`src/rtl/led_pattern_seq.sv`:
```
// LED pattern sequencer: programmable pattern table stepped by a single-clock
// prescaler tick, with loop / one-shot / ping-pong / freeze play modes.
module led_pattern_seq #(
  parameter int LED_W   = 5,
  parameter int NSTEPS  = 8,
  parameter int DIV_W   = 27,
  parameter int DIV_RST = 2**25,
  parameter int IW      = $clog2(NSTEPS)
) (
  input  logic             clk,
  input  logic             rst,
  input  logic             start,
  input  logic             stop,
  input  logic [1:0]       mode,
  input  logic             dir,
  input  logic             div_wr,
  input  logic [DIV_W-1:0] div_in,
  input  logic             len_wr,
  input  logic [IW:0]      len_in,
  input  logic             tbl_wr,
  input  logic [IW-1:0]    tbl_addr,
  input  logic [LED_W-1:0] tbl_data,
  output logic [LED_W-1:0] led,
  output logic [IW-1:0]    step,
  output logic             tick,
  output logic             heartbeat,
  output logic             busy,
  output logic             done
);

  typedef enum logic [1:0] {IDLE, RUN, DONE} state_t;

  localparam logic [1:0] M_LOOP    = 2'b00;
  localparam logic [1:0] M_ONESHOT = 2'b01;
  localparam logic [1:0] M_PING    = 2'b10;

  state_t           state, state_nx;
  logic [IW-1:0]    step_nx;
  logic             dir_r, dir_nx;
  logic [DIV_W-1:0] div, cnt, eff_div;
  logic [IW:0]      len, eff_len;
  logic [IW-1:0]    last;
  logic [LED_W-1:0] tbl [NSTEPS];

  function automatic logic [LED_W-1:0] init_entry(input int i);
    logic [31:0] v;
    case (i)
      1:       v = 32'b01010;
      2:       v = 32'b00100;
      3:       v = 32'b01110;
      4:       v = 32'b10001;
      default: v = '0;
    endcase
    return v[LED_W-1:0];
  endfunction

  // Prescaler: divide of 0 behaves like 1 (tick every cycle)
  assign eff_div = (div == '0) ? DIV_W'(1) : div;
  assign tick    = (cnt == eff_div - DIV_W'(1));

  always_ff @(posedge clk or posedge rst) begin
    if (rst) begin
      div       <= DIV_W'(DIV_RST);
      cnt       <= '0;
      heartbeat <= 1'b0;
    end else begin
      if (tick) heartbeat <= ~heartbeat;
      if (div_wr) begin
        div <= div_in;
        cnt <= '0;
      end else if (tick) begin
        cnt <= '0;
      end else begin
        cnt <= cnt + DIV_W'(1);
      end
    end
  end

  always_comb begin
    eff_len = len;
    if (len == '0)                    eff_len = (IW+1)'(1);
    else if (len > (IW+1)'(NSTEPS))   eff_len = (IW+1)'(NSTEPS);
  end
  assign last = IW'(eff_len - (IW+1)'(1));

  always_ff @(posedge clk or posedge rst) begin
    if (rst) len <= (IW+1)'(NSTEPS);
    else if (len_wr) len <= len_in;
  end

  always_ff @(posedge clk or posedge rst) begin
    if (rst) begin
      for (int i = 0; i < NSTEPS; i++) tbl[i] <= init_entry(i);
    end else if (tbl_wr && (int'(tbl_addr) < NSTEPS)) begin
      tbl[tbl_addr] <= tbl_data;
    end
  end

  always_ff @(posedge clk or posedge rst) begin
    if (rst) begin
      state <= IDLE;
      step  <= '0;
      dir_r <= 1'b0;
      led   <= '0;
    end else begin
      state <= state_nx;
      step  <= step_nx;
      dir_r <= dir_nx;
      led   <= tbl[step];
    end
  end

  // A step beyond last (after a length shrink) re-enters at the start of the
  // current direction before any end-of-sequence handling.
  always_comb begin
    state_nx = state;
    step_nx  = step;
    dir_nx   = dir_r;
    if (start) begin
      state_nx = RUN;
      step_nx  = dir ? last : '0;
      dir_nx   = dir;
    end else if (stop) begin
      state_nx = IDLE;
    end else if (state == RUN && tick) begin
      case (mode)
        M_LOOP: begin
          if (!dir_r) step_nx = (step >= last) ? '0 : step + 1'b1;
          else        step_nx = (step == '0 || step > last) ? last : step - 1'b1;
        end
        M_ONESHOT: begin
          if (!dir_r) begin
            if (step > last)       step_nx  = '0;
            else if (step == last) state_nx = DONE;
            else                   step_nx  = step + 1'b1;
          end else begin
            if (step > last)       step_nx  = last;
            else if (step == '0)   state_nx = DONE;
            else                   step_nx  = step - 1'b1;
          end
        end
        M_PING: begin
          if (last == '0) begin
            step_nx = '0;
          end else if (!dir_r) begin
            if (step > last) begin
              step_nx = '0;
            end else if (step == last) begin
              dir_nx  = 1'b1;
              step_nx = last - 1'b1;
            end else begin
              step_nx = step + 1'b1;
            end
          end else begin
            if (step > last) begin
              step_nx = last;
            end else if (step == '0) begin
              dir_nx  = 1'b0;
              step_nx = IW'(1);
            end else begin
              step_nx = step - 1'b1;
            end
          end
        end
        default: ;
      endcase
    end
  end

  assign busy = (state == RUN);
  assign done = (state == DONE);

endmodule

```
`config.mk`:
```
export PLATFORM = sky130hd
export DESIGN_NAME = led_pattern_seq
export DESIGN_NICKNAME = d
export VERILOG_FILES = /design/src/rtl/led_pattern_seq.sv
export SDC_FILE = /design/constraint.sdc
export NUM_CORES = 1
export LEC_CHECK = 0
export ABC_CLOCK_PERIOD_IN_PS = 5200
export CAP_MARGIN = 20
export CORE_MARGIN = 5
export CORE_UTILIZATION = 40
export DETAILED_ROUTE_END_ITERATION = 7
export PLACE_DENSITY = 0.6
export SLEW_MARGIN = 20
export SYNTH_ARGS = -nofsm -noshare
export SYNTH_HDL_FRONTEND = slang
export SYNTH_SLANG_ARGS = --single-unit
```
`constraint.sdc`:
```
create_clock -name clk -period 5.2 [get_ports clk]
set_input_delay 1.04 -clock clk [delete_from_list [all_inputs] [get_ports clk]]
set_output_delay 1.04 -clock clk [all_outputs]
set_load 0.05 [all_outputs]
```
# Word-level counts from Yosys, hierarchy flattened
# Cells that the tools add are included.
dict set report totals {
  ff_bits 110
  input_bits 49
  output_inout_bits 12
  word_cells 109
}
dict set report op_classes {
  n_addsub 6
  magnitude_cmp 6
  eq_ne 12
  mux 49
  bitwise 3
  reduce_logical 17
}
# op n
set op_table {}
lappend op_table {{27-bit two-way mux} 3}
lappend op_table {{3-bit two-way mux} 20}
lappend op_table {{40-bit bitwise mux} 1}
lappend op_table {{27-bit by 1-bit adder with 27-bit output, second input constant} 1}
lappend op_table {{27-bit == test} 1}
lappend op_table {{27-bit zero test} 1}
lappend op_table {{27-bit by 1-bit subtractor with 27-bit output, second input constant} 1}
lappend op_table {{2-bit two-way mux} 9}
lappend op_table {{5-bit binary-select mux with 3-bit select} 1}
lappend op_table {{5-bit demux with 3-bit select} 1}
lappend op_table {{5-bit two-way mux} 3}
lappend op_table {{1-bit two-way mux} 10}
lappend op_table {{5-bit != test, second input constant} 2}
lappend op_table {{5-bit AND reduction} 2}
lappend op_table {{3-bit one-hot mux with 3 select lines} 1}
lappend op_table {{3-bit by 1-bit subtractor with 3-bit output, second input constant} 3}
lappend op_table {{4-bit greater-or-equal comparator, second input constant} 2}
lappend op_table {{3-bit NOT with 4-bit output} 2}
lappend op_table {{4-bit nonzero test} 2}
lappend op_table {{3-bit zero test} 2}
lappend op_table {{3-bit nonzero test} 2}
lappend op_table {{2-bit by 1-bit == test with 1-bit output, second input constant} 2}
lappend op_table {{2-bit == test, second input constant} 2}
lappend op_table {{4-bit greater-than comparator, second input constant} 1}
lappend op_table {{other kinds (15)} 18}

# Depth between registers and ports, before layout
dict set report depth {
  word_depth 13
  depth_mapped 17
  depth_no_buf 16
}

# Worst setup path after synthesis
# No wires, ideal clock.
dict set report synth_path {
  kind {register -> output}
  start {reg div[11]}
  end {out tick}
  arrival_time_ps 3529
  required_time_ps 4160
  path_slack_ps 631
  path_stages_with_launch 14
  path_buffers 1
  cell_sequence {dfrtp_1 > or3_1 > clkbuf_2 > or4_4 > nor3_4 > nor2_1 > ha_1 > nor4b_2 > nor3b_1 > a31oi_1 > a211o_1 > a21oi_1 > nand4_1 > nor2_1}
}
dict set report synth_between {
  elab_chain_len 4
}
# item line
set synth_rtl {}
lappend synth_rtl {{from (decl)} 40} ;# logic [DIV_W-1:0] div, cnt, eff_div;
lappend synth_rtl {{from (signal assigned)} 63} ;# div <= DIV_W'(DIV_RST);
lappend synth_rtl {{from (signal assigned)} 69} ;# div <= div_in;
lappend synth_rtl {{27-bit zero test} 58} ;# assign eff_div = (div == '0) ? DIV_W'(1) : div;
lappend synth_rtl {{27-bit two-way mux *} 58}
lappend synth_rtl {{27-bit by 1-bit subtractor with 27-bit output *} 59} ;# assign tick = (cnt == eff_div - DIV_W'(1));
lappend synth_rtl {{27-bit == test *} 59}
lappend synth_rtl {{to (decl)} 25} ;# output logic tick,
# Mark *: on every way between the ends. The rest lies on a longest branch, timed or not.

# Final worst setup path
# Same ends and word-level chain as after synthesis.

==> results.py <==
metrics = {
    "status": {
        "status": "complete, no violations",
    },
    "sta": {
        "hold_violations": 0,
        "slew_violations": 0,
        "worstMarginPinSlew_ns": 1.052,
        "slew-limit-headroom_pct": 29.74,
        "rsz0062_at_grt": "no",
        "fmaxAchievable_mhz": 203.4,
        "min_period_ns": 4.916,
        "setup_tns_ns": 0,
        "fin_crit_sh_pct": 94.54,
        "finalClockSkew_ns": 0.01004,
        "finalSetupViolCount": 0,
    },
    "job": {
        "maxCapViolCount": 0,
    },
    "finish": {
        "drive_gt1_share_pct": 20.54,
        "nNetsFinal": 724,
        "syn_to_final_growth_pct": 17.15,
        "n_antenna_cell": 0,
        "post_layout_nonfiller_instances": 883,
    },
    "setup_path": {
        "crit_type": "flop to primary output",
        "path_cells": "or3_1, or4_4, nor3_4, nor2_1, ha_1, nor4b_2, nor3b_1, a31oi_1, a211o_1, a21oi_1, nand4_1, nor2_1, buf_4",
        "slowest_delay_ns": 0.52,
        "critPathSlowestCell": "or3_1",
        "cp-end-kind": "primary output",
        "path_buf_inv": 1,
        "arrival_ns": 3.88,
        "cp.required_ns": 4.16,
        "crit_family": "simple AND/OR/NAND/NOR gates",
        "path_common_cell": "nor2_1",
        "start_kind": "flop",
        "critPathMaxFanout": 8,
    },
    "global_routing": {
        "grt_max_degree": 80,
        "grt.total_usage_pct": 17.30,
        "gr-total-overflow": 0,
        "grt_pass1_vias": 4978,
        "grt_pass1_wl_um": 25720,
        "antenna_found_initial": 0,
    },
    "place": {
        "port_buffers": 60,
        "placedCellCount": 864,
        "gp_congestion": 0.8720,
        "place_hpwl_um": 11580,
    },
    "synthesis": {
        "synth_seq_cells": 110,
        "synth_nets": 670,
        "synth-edff-count": 0,
        "netlist_area_um2": 6521,
        "synth-async-reset-ratio_pct": 100.0,
        "synth-main-ff-cell": "dfrtp_1",
        "yosysSeqAreaShare_pct": 42.40,
        "syn_avg_cell_area_um2": 10.73,
        "ys_types": 68,
        "ys_warn_count": 0,
        "synthCells": 608,
    },
    "die": {
        "io-pin-count": 61,
        "dieArea_um2": 18960,
        "start_util_pct": 40.90,
        "die_width_um": 137.7,
        "core_um2": 15940,
        "rows": 46,
        "die_h_um": 137.7,
    },
    "routing": {
        "vias": 4846,
        "firstDrtPassIters": 4,
        "wl_per_cell_um": 17.70,
        "drt-initial-drc-count": 287,
        "drc": 0,
        "drt_wl_total_um": 15630,
        "vias_per_cell": 5.488,
        "final_antenna_net_count": 0,
    },
    "clock_tree": {
        "clkTransAtPathRegs_ns": 0.08,
        "clk_latency_ns": 0.36,
        "cts_buffers": 9,
        "h-tree-depth": 3,
        "clock_path_buffers": 2,
        "clock_sinks": 110,
        "hold_buffers": 0,
        "tritoncts": "built",
        "cts_root_buf": "clkbuf_16",
    },
    "pwr": {
        "p_leak_nw": 2.981,
        "peakVddDrop_mv": 0.1619,
        "power.density_cell_area_nw_per_um2": 311.5,
    },
    "hold_path": {
        "min_path_type": "flop to flop",
    },
}
-- Yosys cell counts, types with 3 or more instances --
master	n	area share (%)
dfrtp_1	100	38
mux2_2	76	13
nor2_1	50	2.9
xnor2_1	39	5.2
nand2_1	35	2.0
xor2_1	23	3.1
nor3_1	21	1.6
inv_1	18	1.0
nand3_1	17	1.3
clkbuf_1	14	0.81
ha_1	13	2.5
a21oi_1	11	0.84
dfstp_2	10	4.0
mux4_2	10	3.5
nand4_1	10	0.96
nor4_1	10	0.96
o21ai_0	9	0.69
a31oi_1	8	0.77
nand2b_1	8	0.77
or3_1	8	0.77
and3_1	6	0.58
nand4b_1	6	0.81
nor2b_1	6	0.58
a211oi_1	5	0.58
a21o_1	5	0.58
nor3b_1	5	0.58
or2_2	5	0.48
or4_1	5	0.58
a211o_1	4	0.54
and4_1	4	0.54
buf_6	4	0.69
o221ai_1	4	0.54
o31ai_1	4	0.46
buf_1	3	0.17
mux2i_1	3	0.46
nand3b_1	3	0.35
o21a_1	3	0.35
o22ai_1	3	0.29
o311ai_0	3	0.40
or4_4	3	0.52
-- where the power goes --
part	internal, mW	total (mW)	switching [mW]	leakage, nW
logic	0.305	0.610	0.305	1.48
registers	0.980	1.08	0.102	1.35
clock network	0.340	0.688	0.348	0.147
total	1.63	2.38	0.754	2.98
-- area by class of cell --
| class | instances | area (um2) |
|---|---|---|
| Clock buffer | 9 | 225.2 |
| Clock inverter | 7 | 72.57 |
| Fill cell | 1509 | 8303 |
| Inverter | 19 | 76.32 |
| Multi-Input combinational cell | 455 | 3567 |
| Sequential cell | 110 | 2765 |
| Tap cell | 216 | 270.3 |
| Timing Repair Buffer | 67 | 663.1 |
-- repair_timing --
item | CTS | global route
setup buffers | 0 | 3
hold endpoints to repair | 0 | 0
gates resized for setup | 0 | 1
endpoints found under the setup margin | 0 | 1
-- routing by layer --
metal / track usage (%) / share of wire, % / vias up
met3: 2.849 / 3.3 / 10
met4: 4.435 / 0.79 / 0
met5: 0 / 0 / -
met1: 22.47 / 45 / 2438
li1: - / - / 2337
met2: 29.99 / 51 / 61
-- worst paths after layout --
check / start / depth (start not counted) / endpoint / slack, ns
max: div[11]$_DFFE_PP0P_ / 13 / tick / 0.28
min: heartbeat$_DFFE_PP0P_ / 1 / heartbeat$_DFFE_PP0P_ / 0.48
max reg2reg: div[11]$_DFFE_PP0P_ / 13 / cnt[10]$_DFF_PP0_ / 0.77
min reg2reg: heartbeat$_DFFE_PP0P_ / 1 / heartbeat$_DFFE_PP0P_ / 0.48
max in group asynchronous: rst / 3 / tbl[27]$_DFFE_PP1P_ / 3.09
min in group asynchronous: rst / 2 / cnt[22]$_DFF_PP0_ / 1.20
-- metrics by stage --
stage	power (mW)	util [%]	hold slack [ns]	setup WS [ns]	cell area (um2)
global route	2.508	47.92	0.5104	0.04445	7640
detailed placement	1.715	45.86	0.4663	0.5883	7311
floorplan	1.516	-	0.4739	0.6312	6521
global placement	1.695	45.86	0.4669	0.6712	7311
finish	2.380	47.92	0.4810	0.2838	7640
CTS	2.413	47.72	0.4828	0.1753	7609
-- kinds of logic (layout without fill, tap and decap cells) --
family	after synthesis	after routing	synth area share [%]
buffers and inverters	43	102	2.993
XOR/XNOR	62	62	8.327
AO/OA/AOI/OAI	78	78	8.673
flip-flops	110	110	42.40
adder cells (fa/ha/maj)	13	13	2.494
AND/OR/NAND/NOR	213	213	18.07
multiplexers	89	89	17.04
-- sequential cells by signal, summed over array words and instances, names as in the netlist --
signal     count
heartbeat      1
len            4
dir_r          1
led            5
state          2
cnt           27
tbl           40
div           27
step           3
-- cell usage in the layout, fill, tap and decap left out, types with 11 or more instances in the layout --
master / synthesis / routed
a21oi_1: 11 / 11
dfrtp_1: 100 / 100
nor3_1: 21 / 21
nand2_1: 35 / 35
mux2_2: 76 / 76
clkdlybuf4s50_1: 0 / 59
nor2_1: 50 / 50
ha_1: 13 / 13
xor2_1: 23 / 23
nand3_1: 17 / 17
inv_1: 18 / 17
xnor2_1: 39 / 39
-- worst reg2reg max path, stage by stage, from the launching register on --
cell       delay, ns
dfrtp_1         0.43
or3_1           0.52
or4_4           0.50
nor3_4          0.28
nor2_1          0.08
ha_1            0.26
nor4b_2         0.22
nor3b_1         0.23
a31oi_1         0.08
a2111oi_0       0.49
and4b_1         0.54
a21o_1          0.41
buf_12          0.21
nor2_1          0.07
(Power assumes the default switching activity.)
